File: config.mk
export PLATFORM = sky130hd
export DESIGN_NAME = pipeline_sequencer
export DESIGN_NICKNAME = d
export VERILOG_FILES = /design/src/rtl/pipeline_sequencer_pkg.sv /design/src/rtl/sat_counter.sv /design/src/rtl/pipeline_sequencer.sv
export SDC_FILE = /design/constraint.sdc
export NUM_CORES = 1
export LEC_CHECK = 0
export CAP_MARGIN = 5
export CORE_UTILIZATION = 51
export DETAILED_ROUTE_END_ITERATION = 8
export PLACE_DENSITY = 0.88
export SYNTH_ARGS = -nofsm -noshare
export SYNTH_HDL_FRONTEND = slang
export SYNTH_SLANG_ARGS = --single-unit
File: constraint.sdc
create_clock -name clk_i -period 3 [get_ports clk_i]
set_input_delay 0.45 -clock clk_i [delete_from_list [all_inputs] [get_ports clk_i]]
set_output_delay 0.45 -clock clk_i [all_outputs]
set_load 0.03 [all_outputs]
File: src/rtl/pipeline_sequencer_pkg.sv
`default_nettype none
// ============================================================================
// Module      : pipeline_sequencer_pkg
// Description : Shared types and constants for the pipeline sequencer. The
//               stall codes are shared with the hazard unit that produces
//               stall_o.
// Revision    : 1.0 - initial release
// ============================================================================
package pipeline_sequencer_pkg;

    // Sequencer states. ST_DWAIT remembers the state it came from, either
    // ST_RUN or ST_DRAIN, so that it can return there.
    typedef enum logic [2:0] {
        ST_RUN    = 3'd0,
        ST_DWAIT  = 3'd1,
        ST_DRAIN  = 3'd2,
        ST_HALTED = 3'd3,
        ST_ERR    = 3'd4
    } seq_state_e;

    // Hazard codes from the hazard unit. Code 2'b11 is handled as a
    // load-use (data) hazard.
    localparam logic [1:0] STALL_NONE = 2'b00;
    localparam logic [1:0] STALL_DATA = 2'b01;
    localparam logic [1:0] STALL_CTRL = 2'b10;

    // Codes 01 and 11 both mean a load-use freeze, so bit 0 alone decides.
    function automatic logic is_load_use(input logic [1:0] code);
        return code[0];
    endfunction

endpackage : pipeline_sequencer_pkg
`default_nettype wire

File: src/rtl/sat_counter.sv
`default_nettype none
// ============================================================================
// Module      : sat_counter
// Description : Up-counter that stops at all-ones instead of wrapping.
// Ports       : clk_i  - clock
//               rst_i  - asynchronous active-high reset (count to 0)
//               inc_i  - count one event this cycle
//               clr_i  - synchronous clear, wins over inc_i
//               cnt_o  - current count
// Revision    : 1.0 - initial release
// ============================================================================
module sat_counter #(
    parameter int WIDTH = 32
) (
    input  logic             clk_i,
    input  logic             rst_i,
    input  logic             inc_i,
    input  logic             clr_i,
    output logic [WIDTH-1:0] cnt_o
);

    logic [WIDTH-1:0] r_cnt;

    always_ff @(posedge clk_i or posedge rst_i) begin
        if (rst_i) begin
            r_cnt <= '0;
        end else if (clr_i) begin
            r_cnt <= '0;
        end else if (inc_i && (r_cnt != '1)) begin
            r_cnt <= r_cnt + WIDTH'(1);
        end
    end

    assign cnt_o = r_cnt;

endmodule : sat_counter
`default_nettype wire

File: src/rtl/pipeline_sequencer.sv
`default_nettype none
// ============================================================================
// Module      : pipeline_sequencer
// Description : Turns the hazard code, memory acknowledges and the debug halt
//               request into load-enable and flush strobes for the PC, IF/ID,
//               ID/EX, EX/MEM and MEM/WB registers. Owns the data-memory wait
//               timeout, the halt/drain handshake and two saturating
//               performance counters.
// Ports       : clk_i, rst_i           - clock, async active-high reset
//               stall_i[1:0]           - hazard code (00 none, 01/11 load-use,
//                                        10 control redirect)
//               imem_ack_i             - fetch data valid this cycle
//               dmem_req_i/dmem_ack_i  - MEM-stage data access / completion
//               halt_req_i             - level request to halt and drain
//               halt_ack_o             - pipeline empty and halted
//               *_en_o                 - per-register load enables
//               *_flush_o              - load a bubble (with matching enable)
//               err_o                  - sticky data-memory timeout
//               stall_cnt_o            - freeze-cycle count
//               flush_cnt_o            - control-flush event count
// Revision    : 1.0 - initial release
// ============================================================================
module pipeline_sequencer
    import pipeline_sequencer_pkg::*;
#(
    parameter int CNT_WIDTH    = 32,
    parameter int DMEM_TIMEOUT = 16,
    parameter int DRAIN_CYCLES = 4
) (
    input  logic                 clk_i,
    input  logic                 rst_i,
    input  logic [1:0]           stall_i,
    input  logic                 imem_ack_i,
    input  logic                 dmem_req_i,
    input  logic                 dmem_ack_i,
    input  logic                 halt_req_i,
    output logic                 halt_ack_o,
    output logic                 pc_en_o,
    output logic                 if_id_en_o,
    output logic                 id_ex_en_o,
    output logic                 ex_mem_en_o,
    output logic                 mem_wb_en_o,
    output logic                 if_id_flush_o,
    output logic                 id_ex_flush_o,
    output logic                 ex_mem_flush_o,
    output logic                 err_o,
    output logic [CNT_WIDTH-1:0] stall_cnt_o,
    output logic [CNT_WIDTH-1:0] flush_cnt_o
);

    // Counter widths are kept at least one bit wide so small parameter
    // values (including a disabled timeout) still elaborate.
    localparam int c_WAIT_W  = (DMEM_TIMEOUT < 2) ? 1 : $clog2(DMEM_TIMEOUT);
    localparam int c_DRAIN_W = (DRAIN_CYCLES < 2) ? 1 : $clog2(DRAIN_CYCLES);

    localparam logic [c_WAIT_W-1:0]  c_WAIT_LAST  = c_WAIT_W'(DMEM_TIMEOUT - 1);
    localparam logic [c_WAIT_W-1:0]  c_WAIT_ONE   = c_WAIT_W'(1);
    localparam logic [c_DRAIN_W-1:0] c_DRAIN_LAST = c_DRAIN_W'(DRAIN_CYCLES - 1);
    localparam logic [c_DRAIN_W-1:0] c_DRAIN_ONE  = c_DRAIN_W'(1);

    seq_state_e           r_state;
    seq_state_e           r_ret;
    logic [c_WAIT_W-1:0]  r_wait_cnt;
    logic [c_DRAIN_W-1:0] r_drain_cnt;
    logic                 r_err;

    logic w_live;        // RUN or DRAIN: rules apply, new dmem waits can start
    logic w_rules;       // cycle on which the priority rules decide the strobes
    logic w_drain_ctx;   // DRAIN, or DWAIT that will return to DRAIN
    logic w_dwait_hold;  // DWAIT with no acknowledge: everything frozen
    logic w_rule1;
    logic w_rule2;
    logic w_rule3;
    logic w_rule4;
    logic w_stall_inc;

    // ------------------------------------------------------------------------
    // Rule decode
    // ------------------------------------------------------------------------
    assign w_live       = (r_state == ST_RUN) || (r_state == ST_DRAIN);
    assign w_rules      = w_live || ((r_state == ST_DWAIT) && dmem_ack_i);
    assign w_drain_ctx  = (r_state == ST_DRAIN) ||
                          ((r_state == ST_DWAIT) && (r_ret == ST_DRAIN));
    assign w_dwait_hold = (r_state == ST_DWAIT) && !dmem_ack_i;

    // Rule 1 cannot fire in DWAIT: there it would be the hold case instead.
    assign w_rule1 = w_live && dmem_req_i && !dmem_ack_i;
    assign w_rule2 = w_rules && !w_rule1 && is_load_use(stall_i);
    assign w_rule3 = w_rules && !w_rule1 && (stall_i == STALL_CTRL);
    assign w_rule4 = w_rules && !w_rule1 && !w_rule2 && !w_rule3 &&
                     (!imem_ack_i || w_drain_ctx);

    // ------------------------------------------------------------------------
    // Enable / flush strobes (combinational from state and inputs)
    // ------------------------------------------------------------------------
    always_comb begin
        pc_en_o        = 1'b0;
        if_id_en_o     = 1'b0;
        id_ex_en_o     = 1'b0;
        ex_mem_en_o    = 1'b0;
        mem_wb_en_o    = 1'b0;
        if_id_flush_o  = 1'b0;
        id_ex_flush_o  = 1'b0;
        ex_mem_flush_o = 1'b0;

        if (rst_i) begin
            // Hold every register and present bubbles while in reset.
            if_id_flush_o  = 1'b1;
            id_ex_flush_o  = 1'b1;
            ex_mem_flush_o = 1'b1;
        end else if (w_rules && !w_rule1) begin
            if (w_rule2) begin
                // Freeze the front end, let the load complete, and push a
                // bubble into EX/MEM behind it.
                ex_mem_en_o    = 1'b1;
                ex_mem_flush_o = 1'b1;
                mem_wb_en_o    = 1'b1;
            end else begin
                // Rules 3-5 all advance the back end. In DRAIN the control
                // redirect still loads the PC so the target survives halt.
                pc_en_o     = !w_rule4;
                if_id_en_o  = 1'b1;
                id_ex_en_o  = 1'b1;
                ex_mem_en_o = 1'b1;
                mem_wb_en_o = 1'b1;
                if (w_rule3) begin
                    if_id_flush_o = 1'b1;
                    id_ex_flush_o = 1'b1;
                end else if (w_rule4) begin
                    if_id_flush_o = 1'b1;
                end
            end
        end
    end

    // ------------------------------------------------------------------------
    // Sequencer state machine
    // ------------------------------------------------------------------------
    always_ff @(posedge clk_i or posedge rst_i) begin
        if (rst_i) begin
            r_state     <= ST_RUN;
            r_ret       <= ST_RUN;
            r_wait_cnt  <= '0;
            r_drain_cnt <= '0;
            r_err       <= 1'b0;
        end else begin
            case (r_state)
                ST_RUN, ST_DRAIN, ST_DWAIT: begin
                    if (w_rule1) begin
                        r_state    <= ST_DWAIT;
                        r_ret      <= r_state;
                        r_wait_cnt <= '0;
                    end else if (w_dwait_hold) begin
                        if ((DMEM_TIMEOUT != 0) && (r_wait_cnt == c_WAIT_LAST)) begin
                            r_state <= ST_ERR;
                            r_err   <= 1'b1;
                        end else begin
                            r_wait_cnt <= r_wait_cnt + c_WAIT_ONE;
                        end
                    end else if (!w_drain_ctx) begin
                        // A halt seen on the DWAIT ack cycle is left for the
                        // following RUN cycle, hence the explicit RUN check.
                        if ((r_state == ST_RUN) && halt_req_i) begin
                            r_state     <= ST_DRAIN;
                            r_drain_cnt <= c_DRAIN_LAST;
                        end else begin
                            r_state <= ST_RUN;
                        end
                    end else begin
                        r_state <= ST_DRAIN;
                        // Only cycles that really move MEM/WB forward count
                        // toward emptying the pipe.
                        if (mem_wb_en_o && !w_rule2) begin
                            if (r_drain_cnt == '0) begin
                                r_state <= ST_HALTED;
                            end else begin
                                r_drain_cnt <= r_drain_cnt - c_DRAIN_ONE;
                            end
                        end
                    end
                end
                ST_HALTED: begin
                    if (!halt_req_i) begin
                        r_state <= ST_RUN;
                    end
                end
                default: begin
                    // ERR is only left through reset.
                    r_state <= ST_ERR;
                end
            endcase
        end
    end

    assign halt_ack_o = (r_state == ST_HALTED);
    assign err_o      = r_err;

    // Freeze cycles caused by memory waits or load-use; fetch bubbles from a
    // missing imem ack are not counted.
    assign w_stall_inc = w_rule1 || w_rule2 || w_dwait_hold;

    sat_counter #(
        .WIDTH (CNT_WIDTH)
    ) u_stall_cnt (
        .clk_i (clk_i),
        .rst_i (rst_i),
        .inc_i (w_stall_inc),
        .clr_i (1'b0),
        .cnt_o (stall_cnt_o)
    );

    sat_counter #(
        .WIDTH (CNT_WIDTH)
    ) u_flush_cnt (
        .clk_i (clk_i),
        .rst_i (rst_i),
        .inc_i (w_rule3),
        .clr_i (1'b0),
        .cnt_o (flush_cnt_o)
    );

endmodule : pipeline_sequencer
`default_nettype wire
; ---- After elaboration in Yosys (flattened, before gate mapping)
; Index checks and enable logic that the tools add are counted.
[classes]
eq_ne = 13
bitwise = 2
n_addsub = 4
reduce_logical = 37
muxes = 36
[op_table]
columns = cell, count
row1 = 32-bit by 1-bit adder with 32-bit output (second input constant), 2
row2 = 32-bit inequality test (second input constant), 2
row3 = 1-bit two-way mux, 22
row4 = 1-bit logical AND, 15
row5 = 3-bit two-way mux, 5
row6 = 4-bit two-way mux, 3
row7 = 2-bit two-way mux, 5
row8 = 3-bit by 2-bit equality test with 1-bit output (second input constant), 3
row9 = 1-bit logical NOT, 6
row10 = 1-bit logical OR, 6
row11 = 2-bit inequality test (second input constant), 3
row12 = 3-bit one-hot mux with 2 select lines, 1
row13 = 6-bit AND reduction, 1
row14 = 4-bit by 1-bit adder with 4-bit output (second input constant), 1
row15 = 4-bit equality test (second input constant), 1
row16 = 4-bit inequality test (second input constant), 1
row17 = 2-bit AND reduction, 2
row18 = 4-bit AND reduction, 1
row19 = 2-bit nonzero test, 2
row20 = 3-bit by 1-bit equality test with 1-bit output (second input constant), 1
row21 = 3-bit logical NOT, 1
row22 = 3-bit AND reduction, 1
row23 = 3-bit OR reduction, 1
row24 = 2-bit equality test (second input constant), 1
row25 = 4 further kinds, 5
[word_totals]
output_inout_bits = 74
input_bits = 8
word_cells = 99
reg_bits = 77

; ---- Depth between registers and ports, before layout
; Gate-level depths: netlist of the first run.
[depth]
ltp_word = 16
ltp_mapped = 7
mapped_depth_nobuf = 6

; ---- Hierarchy
; Synthesis of the first run repeated with hierarchy kept, for this count alone.
[hier_totals]
cells_unflattened = 466
area_unflattened_um2 = 4493.1
[modules_own_cells]
columns = mod, cells_per_inst, instances, seq_area_each_um2, area_each_um2
row1 = sat_counter (u_stall_cnt), 199, 1, 800.8, 1911.8
row2 = sat_counter (u_flush_cnt), 186, 1, 800.8, 1740.4
row3 = pipeline_sequencer, 81, 1, 325.3, 840.8

; ---- Least setup slack after synthesis of the first run
; Ideal clock, no wire load.
[synth_timing]
kind = input to output
startpoint = input port rst_i
endpoint = output port if_id_flush_o
setup_slack_ps = -229
n_path_buf = 0
cell_stages = 2
arrival_ps = 2779
required_time_ps = 2550
path_cell_list = inv_1 > o31ai_1
[synth_via]
elab_chain_cells = 1
[synth_lines]
columns = item, line
row1 = start: declaration, pipeline_sequencer.sv:31  ; input logic rst_i,
row2 = 1-bit two-way mux, pipeline_sequencer.sv:106  ; if (rst_i) begin
row3 = end: declaration, pipeline_sequencer.sv:43  ; output logic if_id_flush_o,
; Every way passes these cells.

; ---- Worst setup path after layout of the first run
[layout_timing]
startpoint = input port dmem_ack_i
endpoint = output port if_id_en_o
[layout_via]
elab_chain_cells = 8
word_cells_on_any_way = 10
cone_classes = mux (3) / reduce/logical (7)
[layout_lines]
columns = item, line
row1 = start: declaration, pipeline_sequencer.sv:35  ; input logic dmem_ack_i,
row2 = 1-bit logical NOT, pipeline_sequencer.sv:87  ; assign w_rule1 = w_live && dmem_req_i && !dmem_ack_i;
row3 = 1-bit logical AND, pipeline_sequencer.sv:87
row4 = 1-bit logical NOT, "pipeline_sequencer.sv:88, pipeline_sequencer.sv:111"
row5 = 1-bit logical AND (*), "pipeline_sequencer.sv:88, pipeline_sequencer.sv:111"
row6 = 1-bit logical AND, pipeline_sequencer.sv:88  ; assign w_rule2 = w_rules && !w_rule1 && is_load_use(stall_i);
row7 = 1-bit two-way mux, pipeline_sequencer.sv:112  ; if (w_rule2) begin
row8 = 1-bit two-way mux (*), pipeline_sequencer.sv:111  ; end else if (w_rules && !w_rule1) begin
row9 = 1-bit two-way mux (*), pipeline_sequencer.sv:106
row10 = end: declaration, pipeline_sequencer.sv:39  ; output logic if_id_en_o,
; Mark *: on every way between the ends. The rest lies on a longest branch, timed or not.

==> results of run 1 <==
power by group:
group / internal (mW) / leakage, nW / switching [mW] / total, mW
Combinational: 0.0143 / 1.08 / 0.0331 / 0.0474
Clock: 0.406 / 0.0964 / 0.369 / 0.774
Sequential: 1.04 / 1.04 / 0 / 1.04
Total: 1.46 / 2.22 / 0.402 / 1.86
final timing paths:
| check | to | cells past startpoint |
|---|---|---|
| min reg2reg | err_o | 1 |
| max reg2reg | u_flush_cnt.cnt_o[1] | 7 |
| min in group asynchronous | u_flush_cnt.cnt_o[0] | 3 |
| max | if_id_en_o | 5 |
| min | err_o | 1 |
| max in group asynchronous | u_flush_cnt.cnt_o[19] | 3 |
per-stage QoR:
stage	hold WS [ns]	std cells	worst slack, ns	total power [mW]	cell area [µm²]
after floorplan	0.465	367	0.0929	1.08	3890
after global placement	0.462	546	0.218	1.11	4820
after detailed placement	0.464	546	0.180	1.11	4820
after CTS	0.484	562	0.169	1.87	5010
after global routing	0.493	562	0.0191	1.93	5020
final	0.483	562	0.178	1.86	5020
metal layers:
layer  share of wire, %  up-vias
met5                  0        -
met3                4.2       11
met1                 45     1555
met4                1.2        0
li1                   -     1489
met2                 49       71
worst reg2reg max path, delay by kind of cell (launching register included):
| family | cells | cell delay [ns] |
|---|---|---|
| simple gates | 4 | 0.98 |
| flops | 1 | 0.41 |
| mux | 1 | 0.33 |
| buf+inv | 1 | 0.28 |
| fa+ha+maj | 1 | 0.24 |
cell type report:
| cell class | count | share of cell area [%] |
|---|---|---|
| Sequential cell | 77 | 38.4 |
| Tap cell | 99 | 2.47 |
| Clock inverter | 4 | 0.948 |
| Multi-Input combinational cell | 270 | 37.1 |
| Inverter | 11 | 0.898 |
| Clock buffer | 12 | 2.89 |
| Timing Repair Buffer | 89 | 17.3 |
repair_timing:
action / 4_1_cts / 5_1_grt
hold buffers: 0 / 0
endpoints found under the setup margin: 0 / 1
resized for setup: 0 / 1
sequential cells by signal, indices dropped and copies added (netlist names):
| name | flops |
|---|---|
| u_flush_cnt.cnt_o | 32 |
| u_stall_cnt.cnt_o | 32 |
| r_wait_cnt | 4 |
| r_ret | 3 |
| r_state | 3 |
| r_drain_cnt | 2 |
| err_o | 1 |
logic make-up (layout without fill, tap and decap cells):
kind of cell	count (synthesis)	in the layout	share of synthesized area (%)
flip-flops	77	77	49.6
AO/OA/AOI/OAI	21	21	3.70
XOR/XNOR	62	62	14.0
AND/OR/NAND/NOR	176	176	27.0
adder cells (fa/ha/maj)	4	4	1.29
buffers and inverters	20	116	2.51
multiplexers	7	7	1.96
cells in the final DEF, fill, tap and decap left out, types with 10 or more instances in the layout:
master / Yosys / routed
xor2_1: 27 / 27
nand4_1: 17 / 17
clkdlybuf4s50_1: 0 / 77
nor3_1: 13 / 13
xnor2_1: 35 / 35
nand2_1: 35 / 35
dfrtp_1: 77 / 77
buf_4: 3 / 11
nor4_1: 14 / 14
nor2_1: 22 / 22
inv_1: 11 / 10
nand3_1: 29 / 29
clkbuf_8: 0 / 10
==> flow_metrics.env, run 1 <==
export IMPL_yosysSeqAreaShare_pct=49.6
export IMPL_first_pass_iters=5
export IMPL_rows=31
export IMPL_nets=470
export IMPL_critPathMaxFanout=6
export IMPL_die_w_um=89.3
export IMPL_drive_gt1_share_pct=10.2
export IMPL_crit_path_start_kind="input port"
export IMPL_design_die_area_um2=7970
export IMPL_path_clk_slew_ns=0.08
export IMPL_grt_use_total_pct=22.9
export IMPL_netlist_top_cells_count="77 x dfrtp_1, 35 x nand2_1, 35 x xnor2_1, 29 x nand3_1, 27 x xor2_1"
export IMPL_cts_htree_levels=3
export IMPL_ys_async_sr_fraction_pct=100
export IMPL_synth_most_common_cell="dfrtp_1"
export IMPL_grt_pass1_wl_um=13900
export IMPL_grt_start_max_net_pins=78
export IMPL_yosysWarnings=0
export IMPL_vias_per_cell=5.56
export IMPL_use_met2_pct=36.6
export IMPL_setup_tns_ns=0
export IMPL_vdd_drop_max_mv=0.277
export IMPL_synth_edf_count=0
export IMPL_first_global_vias=3003
export IMPL_finalCoreUtilization_pct=68.8
export IMPL_crit_buf_inv=2
export IMPL_syn_area_per_cell_um2=10.6
export IMPL_cp_cell_sequence="clkdlybuf4s50_1 > nand2b_1 > a22oi_1 > nor3_1 > clkdlybuf4s50_1"
export IMPL_min_path_type="reg -> reg"
export IMPL_grt_busiest_layer="met2"
export IMPL_globalRouteMet1Util_pct=31.8
export IMPL_synthTopCellsByArea="dfrtp_1 50%, xnor2_1 7.9%, xor2_1 6.1%, nand3_1 3.7%, nand2_1 3.4%"
export IMPL_top_level_ports=82
export IMPL_insertedDiodeCount=0
export IMPL_end_kind="primary output"
export IMPL_grt_ovfl_total=0
export IMPL_ys_types=51
export IMPL_clockRootBuffer="clkbuf_8"
export IMPL_cp_common_cell="clkdlybuf4s50_1"
export IMPL_tritoncts_num_buffers=9
export IMPL_postCtsSetupBuffers=0
export IMPL_multi_input_area_um2=1860
export IMPL_synth_fp_nets=379
export IMPL_rrSetupSlack_ns=0.64
export IMPL_ant_nets=0
export IMPL_cts_buffer_depth=2
export IMPL_initial_core_util_pct=53.3
export IMPL_p_per_area_nw_per_um2=371
export IMPL_fmax_ghz=0.354
export IMPL_drt_iter0_drc=140
export IMPL_cts_sinks=77
export IMPL_cp_required_ns=2.55
export IMPL_drv_slew=0
export IMPL_register_area_um2=1930
export IMPL_r2r_start="u_flush_cnt.cnt_o[0]"
export IMPL_cp_arrival_ns=2.37
export IMPL_synth_seq_cells=77
export IMPL_io_buffers=81
export IMPL_cpLargestDelayFamily="buffers and inverters"
export IMPL_slew_headroom_pct=36.6
export IMPL_status="finished, final reports clean"
export IMPL_grtUsageMet3_pct=3.42
export IMPL_crit_start="dmem_ack_i"
export IMPL_cts_tree="built"
export IMPL_yosysTopAreaCell="dfrtp_1"
export IMPL_hpwl_um=6200
export IMPL_power_leakage_nw=2.22
export IMPL_antenna_found_initial=0
export IMPL_clk_latency_ns=0.33
export IMPL_wl_per_cell_um=15.3
export IMPL_clock_skew_ns=0.0114
export IMPL_rsz0062_at_grt="false"
export IMPL_area_growth_pct=29.1
export IMPL_core_um2=7290
export IMPL_cp_slowest_stage_delay_ns=0.73
export IMPL_ys_flop_type="dfrtp_1"
export IMPL_tightestPinTransition_ns=0.950
export IMPL_drc=0
export IMPL_synth_top_cell_area_share_pct=49.6
export IMPL_slowest_stage="clkdlybuf4s50_1"
export IMPL_postRouteWirelength_um=8570
export IMPL_synthCells=367
export IMPL_hold_viol=0
export IMPL_setup_viol=0
export IMPL_place_gp_congestion=0.852
export IMPL_syn_cell_area_um2=3890
export IMPL_vias=3126
export IMPL_critical_path_class="in -> out"
export IMPL_fillers=569
export IMPL_min_from="err_o"
export IMPL_cap_violations=0
export IMPL_die_y_um=89.3
export IMPL_fin_crit_ns=2.82
export IMPL_final_period_utilization_pct=94.1
No activity file was read; power rests on OpenSTA's default activity.
==> run 2: changes to the inputs <==
--- a/config.mk
+++ b/config.mk
@@ -6,9 +6,9 @@
 export NUM_CORES = 1
 export LEC_CHECK = 0
 export CAP_MARGIN = 5
-export CORE_UTILIZATION = 51
+export CORE_UTILIZATION = 50
 export DETAILED_ROUTE_END_ITERATION = 8
-export PLACE_DENSITY = 0.88
+export PLACE_DENSITY = 0.87
 export SYNTH_ARGS = -nofsm -noshare
 export SYNTH_HDL_FRONTEND = slang
 export SYNTH_SLANG_ARGS = --single-unit
==> flow_metrics.env, run 2 (synthesis gave the netlist of run 1 again) <==
export IMPL_hpwl_um=6090
export IMPL_post_dp_cell_area_um2=4830
export IMPL_grt_ovfl_total=0
export IMPL_vdd_drop_max_mv=0.245
export IMPL_drc=0
export IMPL_fmax_ghz=0.353
export IMPL_fillers=538
export IMPL_status="finished, final reports clean"
export IMPL_slew_headroom_pct=37.2
export IMPL_drive_gt1_share_pct=10.6
export IMPL_io_buffers=81
export IMPL_cap_violations=0
export IMPL_core_um2=7370
export IMPL_cts_buffer_depth=2
export IMPL_final_common_cell="clkdlybuf4s50_1"
export IMPL_p_per_area_nw_per_um2=390
export IMPL_cts_tree="built"
export IMPL_final_cell_mix="78 x clkdlybuf4s50_1, 77 x dfrtp_1, 35 x nand2_1, 35 x xnor2_1, 29 x nand3_1"
export IMPL_cts_resized=0
export IMPL_place_gp_congestion=0.888
export IMPL_critPathMaxFanout=5
export IMPL_clockRootBuffer="clkbuf_8"
export IMPL_rows=31
export IMPL_grt_use_total_pct=22.6
export IMPL_tritoncts_num_buffers=9
export IMPL_ctsHoldBuffers=0
export IMPL_critical_path_class="in -> out"
export IMPL_drv_slew=0
export IMPL_cts_htree_levels=3
export IMPL_final_period_utilization_pct=94.3
export IMPL_postCtsSetupBuffers=0
export IMPL_top_level_ports=82
export IMPL_min_path_type="reg -> reg"
export IMPL_cp_slowest_stage_delay_ns=0.74
export IMPL_clk_latency_ns=0.35
export IMPL_ant_nets=0
export IMPL_first_global_vias=3027
export IMPL_vias_per_cell=5.58
export IMPL_multi_input_area_um2=1860
export IMPL_setup_viol=0
export IMPL_grt_pass1_wl_um=14800
export IMPL_antenna_found_initial=0
export IMPL_grt_start_max_net_pins=78
export IMPL_vias=3144
export IMPL_cp_arrival_ns=2.38
export IMPL_nets=471
export IMPL_tightestPinTransition_ns=0.943
export IMPL_cp_cell_sequence="clkdlybuf4s50_1 > nand2b_1 > a22oi_1 > nor3_1 > clkdlybuf4s50_1"
export IMPL_crit_path_start_kind="input port"
export IMPL_insertedDiodeCount=0
export IMPL_path_clk_slew_ns=0.07
export IMPL_design_die_area_um2=8130
export IMPL_rsz0062_at_grt="false"
export IMPL_cp_required_ns=2.55
export IMPL_die_y_um=90.2
export IMPL_first_pass_iters=6
export IMPL_register_area_um2=1930
export IMPL_setup_tns_ns=0
export IMPL_slowest_stage="clkdlybuf4s50_1"
export IMPL_clock_skew_ns=0.0107
export IMPL_p_total_mw=1.97
export IMPL_cp_common_cell="clkdlybuf4s50_1"
export IMPL_drt_iter0_drc=126
export IMPL_end_kind="primary output"
export IMPL_finalCoreUtilization_pct=68.6
export IMPL_initial_core_util_pct=52.7
export IMPL_fin_crit_ns=2.83
export IMPL_postRouteWirelength_um=8580
export IMPL_die_w_um=90.2
export IMPL_cts_sinks=77
export IMPL_wl_per_cell_um=15.2
export IMPL_postLayoutCellArea_um2=5050
export IMPL_area_growth_pct=30.0
export IMPL_hold_viol=0
export IMPL_power_leakage_nw=2.22
## run 2: cell types whose count changed in the layout (fill, tap and decap cells not counted)
cell,before,now
clkbuf_8,10,11
dlymetal6s2s_1,1,0
clkinvlp_4,2,1
clkdlybuf4s50_1,77,78
clkbuf_1,2,1
bufinv_16,1,2
buf_4,11,12
## run 2: area by class of cell
cell class / count / area share, %
clock buffers: 12 / 3.07
clock inverters: 4 / 1.39
inverters: 11 / 0.891
multi-input cells: 270 / 36.8
flip-flops and latches: 77 / 38.1
well taps: 99 / 2.45
repair buffers: 90 / 17.2
## run 2: worst paths after layout
kind | from | endpoint | slack (ns) | cells past startpoint
setup / recovery | dmem_ack_i | id_ex_en_o | 0.17 | 5
hold / removal | err_o | err_o | 0.47 | 1
setup reg to reg | u_flush_cnt.cnt_o[0] | u_flush_cnt.cnt_o[1] | 0.47 | 6
hold reg to reg | err_o | err_o | 0.47 | 1
max in group asynchronous | rst_i | r_state[0] | 1.50 | 3
min in group asynchronous | rst_i | u_flush_cnt.cnt_o[0] | 0.88 | 3
## run 2: per-stage QoR
| step | std cells | worst slack, ns | hold WS, ns |
|---|---|---|---|
| after global routing | 563 | 0.0385 | 0.528 |
| after global placement | 547 | 0.282 | 0.461 |
| after detailed placement | 547 | 0.194 | 0.462 |
| final | 563 | 0.170 | 0.474 |
| after CTS | 563 | 0.175 | 0.482 |
| after floorplan | 367 | 0.0929 | 0.465 |
## run 2: worst max-delay path: cells and delay by family
| kind | cells | cell delay, ns |
|---|---|---|
| buffers and inverters | 2 | 1.28 |
| AND/OR/NAND/NOR | 2 | 0.50 |
| AO/OA/AOI/OAI | 1 | 0.16 |
## run 2: power by group
part           internal (mW)  switching (mW)  total (mW)
Clock                  0.512           0.373       0.884
Combinational         0.0143          0.0330      0.0473
Sequential              1.04               0        1.04
Total                   1.56           0.405        1.97
## run 2: per-layer routing
layer | wire, µm | global-route usage (%) | vias up
met4 | 184 | 10.5 | 0
met3 | 417 | 3.89 | 16
met2 | 4120 | 36.6 | 102
met1 | 3860 | 29.6 | 1538
met5 | 0 | 0 | -
li1 | - | - | 1488
==> run 3: changes to the inputs <==
--- a/config.mk
+++ b/config.mk
@@ -6,9 +6,11 @@
 export NUM_CORES = 1
 export LEC_CHECK = 0
 export CAP_MARGIN = 5
+export CORE_MARGIN = 5
 export CORE_UTILIZATION = 50
 export DETAILED_ROUTE_END_ITERATION = 8
 export PLACE_DENSITY = 0.87
+export SKIP_CTS_REPAIR_TIMING = 1
 export SYNTH_ARGS = -nofsm -noshare
 export SYNTH_HDL_FRONTEND = slang
 export SYNTH_SLANG_ARGS = --single-unit
==> flow_metrics.env, run 3 (synthesis gave the netlist of run 1 again) <==
export IMPL_status="finished, final reports clean"
export IMPL_rows=32
export IMPL_min_from="err_o"
export IMPL_final_cell_mix="79 x clkdlybuf4s50_1, 77 x dfrtp_1, 35 x nand2_1, 35 x xnor2_1, 29 x nand3_1"
export IMPL_setup_viol=0
export IMPL_drt_iter0_drc=137
export IMPL_min_path_cells=1
export IMPL_cap_violations=0
export IMPL_hpwl_um=6480
export IMPL_first_global_vias=3132
export IMPL_vias_per_cell=5.51
export IMPL_cp_arrival_ns=2.40
export IMPL_rrSetupSlack_ns=0.72
export IMPL_netSwitchingPower_mw=0.395
export IMPL_tightestPinTransition_ns=0.939
export IMPL_r2r_end="u_flush_cnt.cnt_o[1]"
export IMPL_postRouteWirelength_um=8900
export IMPL_path_clk_slew_ns=0.08
export IMPL_cp_slowest_stage_delay_ns=0.74
export IMPL_final_period_utilization_pct=94.9
export IMPL_internal_power_mw=1.67
export IMPL_ant_nets=0
export IMPL_p_per_area_nw_per_um2=406
export IMPL_tritoncts_num_buffers=9
export IMPL_setup_tns_ns=0
export IMPL_insertedDiodeCount=0
export IMPL_fillers=591
export IMPL_nets=471
export IMPL_final_common_cell="clkdlybuf4s50_1"
export IMPL_critPathMaxFanout=6
export IMPL_fin_crit_ns=2.85
export IMPL_power_leakage_nw=2.23
export IMPL_drc=0
export IMPL_grt_ovfl_total=0
export IMPL_worst_slack_ns=0.154
export IMPL_cts_htree_levels=3
export IMPL_hold_viol=0
export IMPL_whs_endpoint="err_o"
export IMPL_cts_sinks=77
export IMPL_place_gp_congestion=0.783
export IMPL_crit_path_start_kind="input port"
export IMPL_slowest_stage="clkdlybuf4s50_1"
export IMPL_drv_slew=0
export IMPL_cp_cell_sequence="clkdlybuf4s50_1 > nand2b_1 > a22oi_1 > nor3_1 > clkdlybuf4s50_1"
export IMPL_critical_path_class="in -> out"
export IMPL_clk_latency_ns=0.34
export IMPL_fmax_ghz=0.351
export IMPL_r2r_start="u_flush_cnt.cnt_o[0]"
export IMPL_top_level_ports=82
export IMPL_grt_pass1_wl_um=15200
export IMPL_grt_use_total_pct=18.9
export IMPL_grt_start_max_net_pins=49
export IMPL_vias=3119
export IMPL_die_w_um=98.2
export IMPL_p_total_mw=2.07
export IMPL_clockRootBuffer="clkbuf_8"
export IMPL_cts_buffer_depth=2
export IMPL_p_comb_share_pct=2.3
export IMPL_cp_common_cell="clkdlybuf4s50_1"
export IMPL_io_buffers=81
export IMPL_cp_required_ns=2.55
export IMPL_wl_per_cell_um=15.7
export IMPL_area_growth_pct=31.1
export IMPL_first_pass_iters=4
export IMPL_rr_worst_depth=7
export IMPL_drive_gt1_share_pct=10.3
export IMPL_post_place_ws_ns=0.156
export IMPL_vdd_drop_max_mv=0.250
export IMPL_rsz0062_at_grt="false"
export IMPL_clkPwrFrac_pct=47.6
export IMPL_die_y_um=98.2
export IMPL_sw_frac_of_total_pct=19.1
export IMPL_initial_core_util_pct=50.8
export IMPL_design_die_area_um2=9640
export IMPL_min_path_type="reg -> reg"
export IMPL_pwr_share_seq_pct=50.1
export IMPL_antenna_found_initial=0
export IMPL_slew_headroom_pct=36.9
export IMPL_cts_tree="built"
export IMPL_core_um2=7650
export IMPL_clock_skew_ns=0.0101
export IMPL_end_kind="primary output"
run 3: cell types whose count changed in the layout (fill, tap and decap cells not counted), sizes merged:
| cell | change |
|---|---|
| bufinv | +1 |
| clkbuf | +1 |
| buf | -1 |
| clkinv | -2 |
| clkdlybuf4s50 | +1 |
run 3: cell type report:
type	count	area, µm²	area share (%)
sequential	77	1930	37.8
multi-input combinational	270	1860	36.6
timing repair buffer	90	873	17.1
clock buffer	13	169	3.32
tap	102	128	2.51
clock inverter	3	90.1	1.77
inverter	11	45.0	0.884
run 3: metal layers:
| layer | wire length, µm | vias up | global-route usage (%) |
|---|---|---|---|
| met5 | 0 | - | 0 |
| met4 | 71 | 0 | 5.36 |
| met3 | 403 | 5 | 3.50 |
| met2 | 4430 | 87 | 31.6 |
| met1 | 4000 | 1532 | 25.3 |
| li1 | - | 1495 | - |
run 3: worst max path at each step:
stage	endpoint	startpoint	slack [ns]
final	id_ex_en_o	dmem_ack_i	0.15
after global routing	id_ex_en_o	dmem_ack_i	0.04
after CTS	id_ex_en_o	dmem_ack_i	0.14
after detailed placement	id_ex_en_o	dmem_ack_i	0.16
after global placement	id_ex_en_o	dmem_ack_i	0.24
after floorplan	pc_en_o	r_state[0]	0.09
run 3: stage by stage:
step | hold slack, ns | util [%] | instance area, µm² | std cells
floorplan | 0.465 | - | 3890 | 367
global placement | 0.461 | 63.2 | 4830 | 550
detailed placement | 0.467 | 63.2 | 4830 | 550
CTS | 0.488 | 66.6 | 5090 | 566
global route | 0.497 | 66.6 | 5090 | 566
finish | 0.481 | 66.6 | 5090 | 566
run 3: power groups by stage:
stage	clock [mW]	sequential, mW	combinational [mW]
after floorplan	0	1.06	0.0251
after global placement	0	1.06	0.0494
after detailed placement	0	1.06	0.0505
after CTS	0.998	1.04	0.0509
after global routing	1.05	1.04	0.0560
final	0.984	1.04	0.0486
run 3: critical path: cells and delay by family:
| family | cells | cell delay, ns |
|---|---|---|
| simple gates | 2 | 0.49 |
| compound gates | 1 | 0.19 |
| buf+inv | 2 | 1.26 |
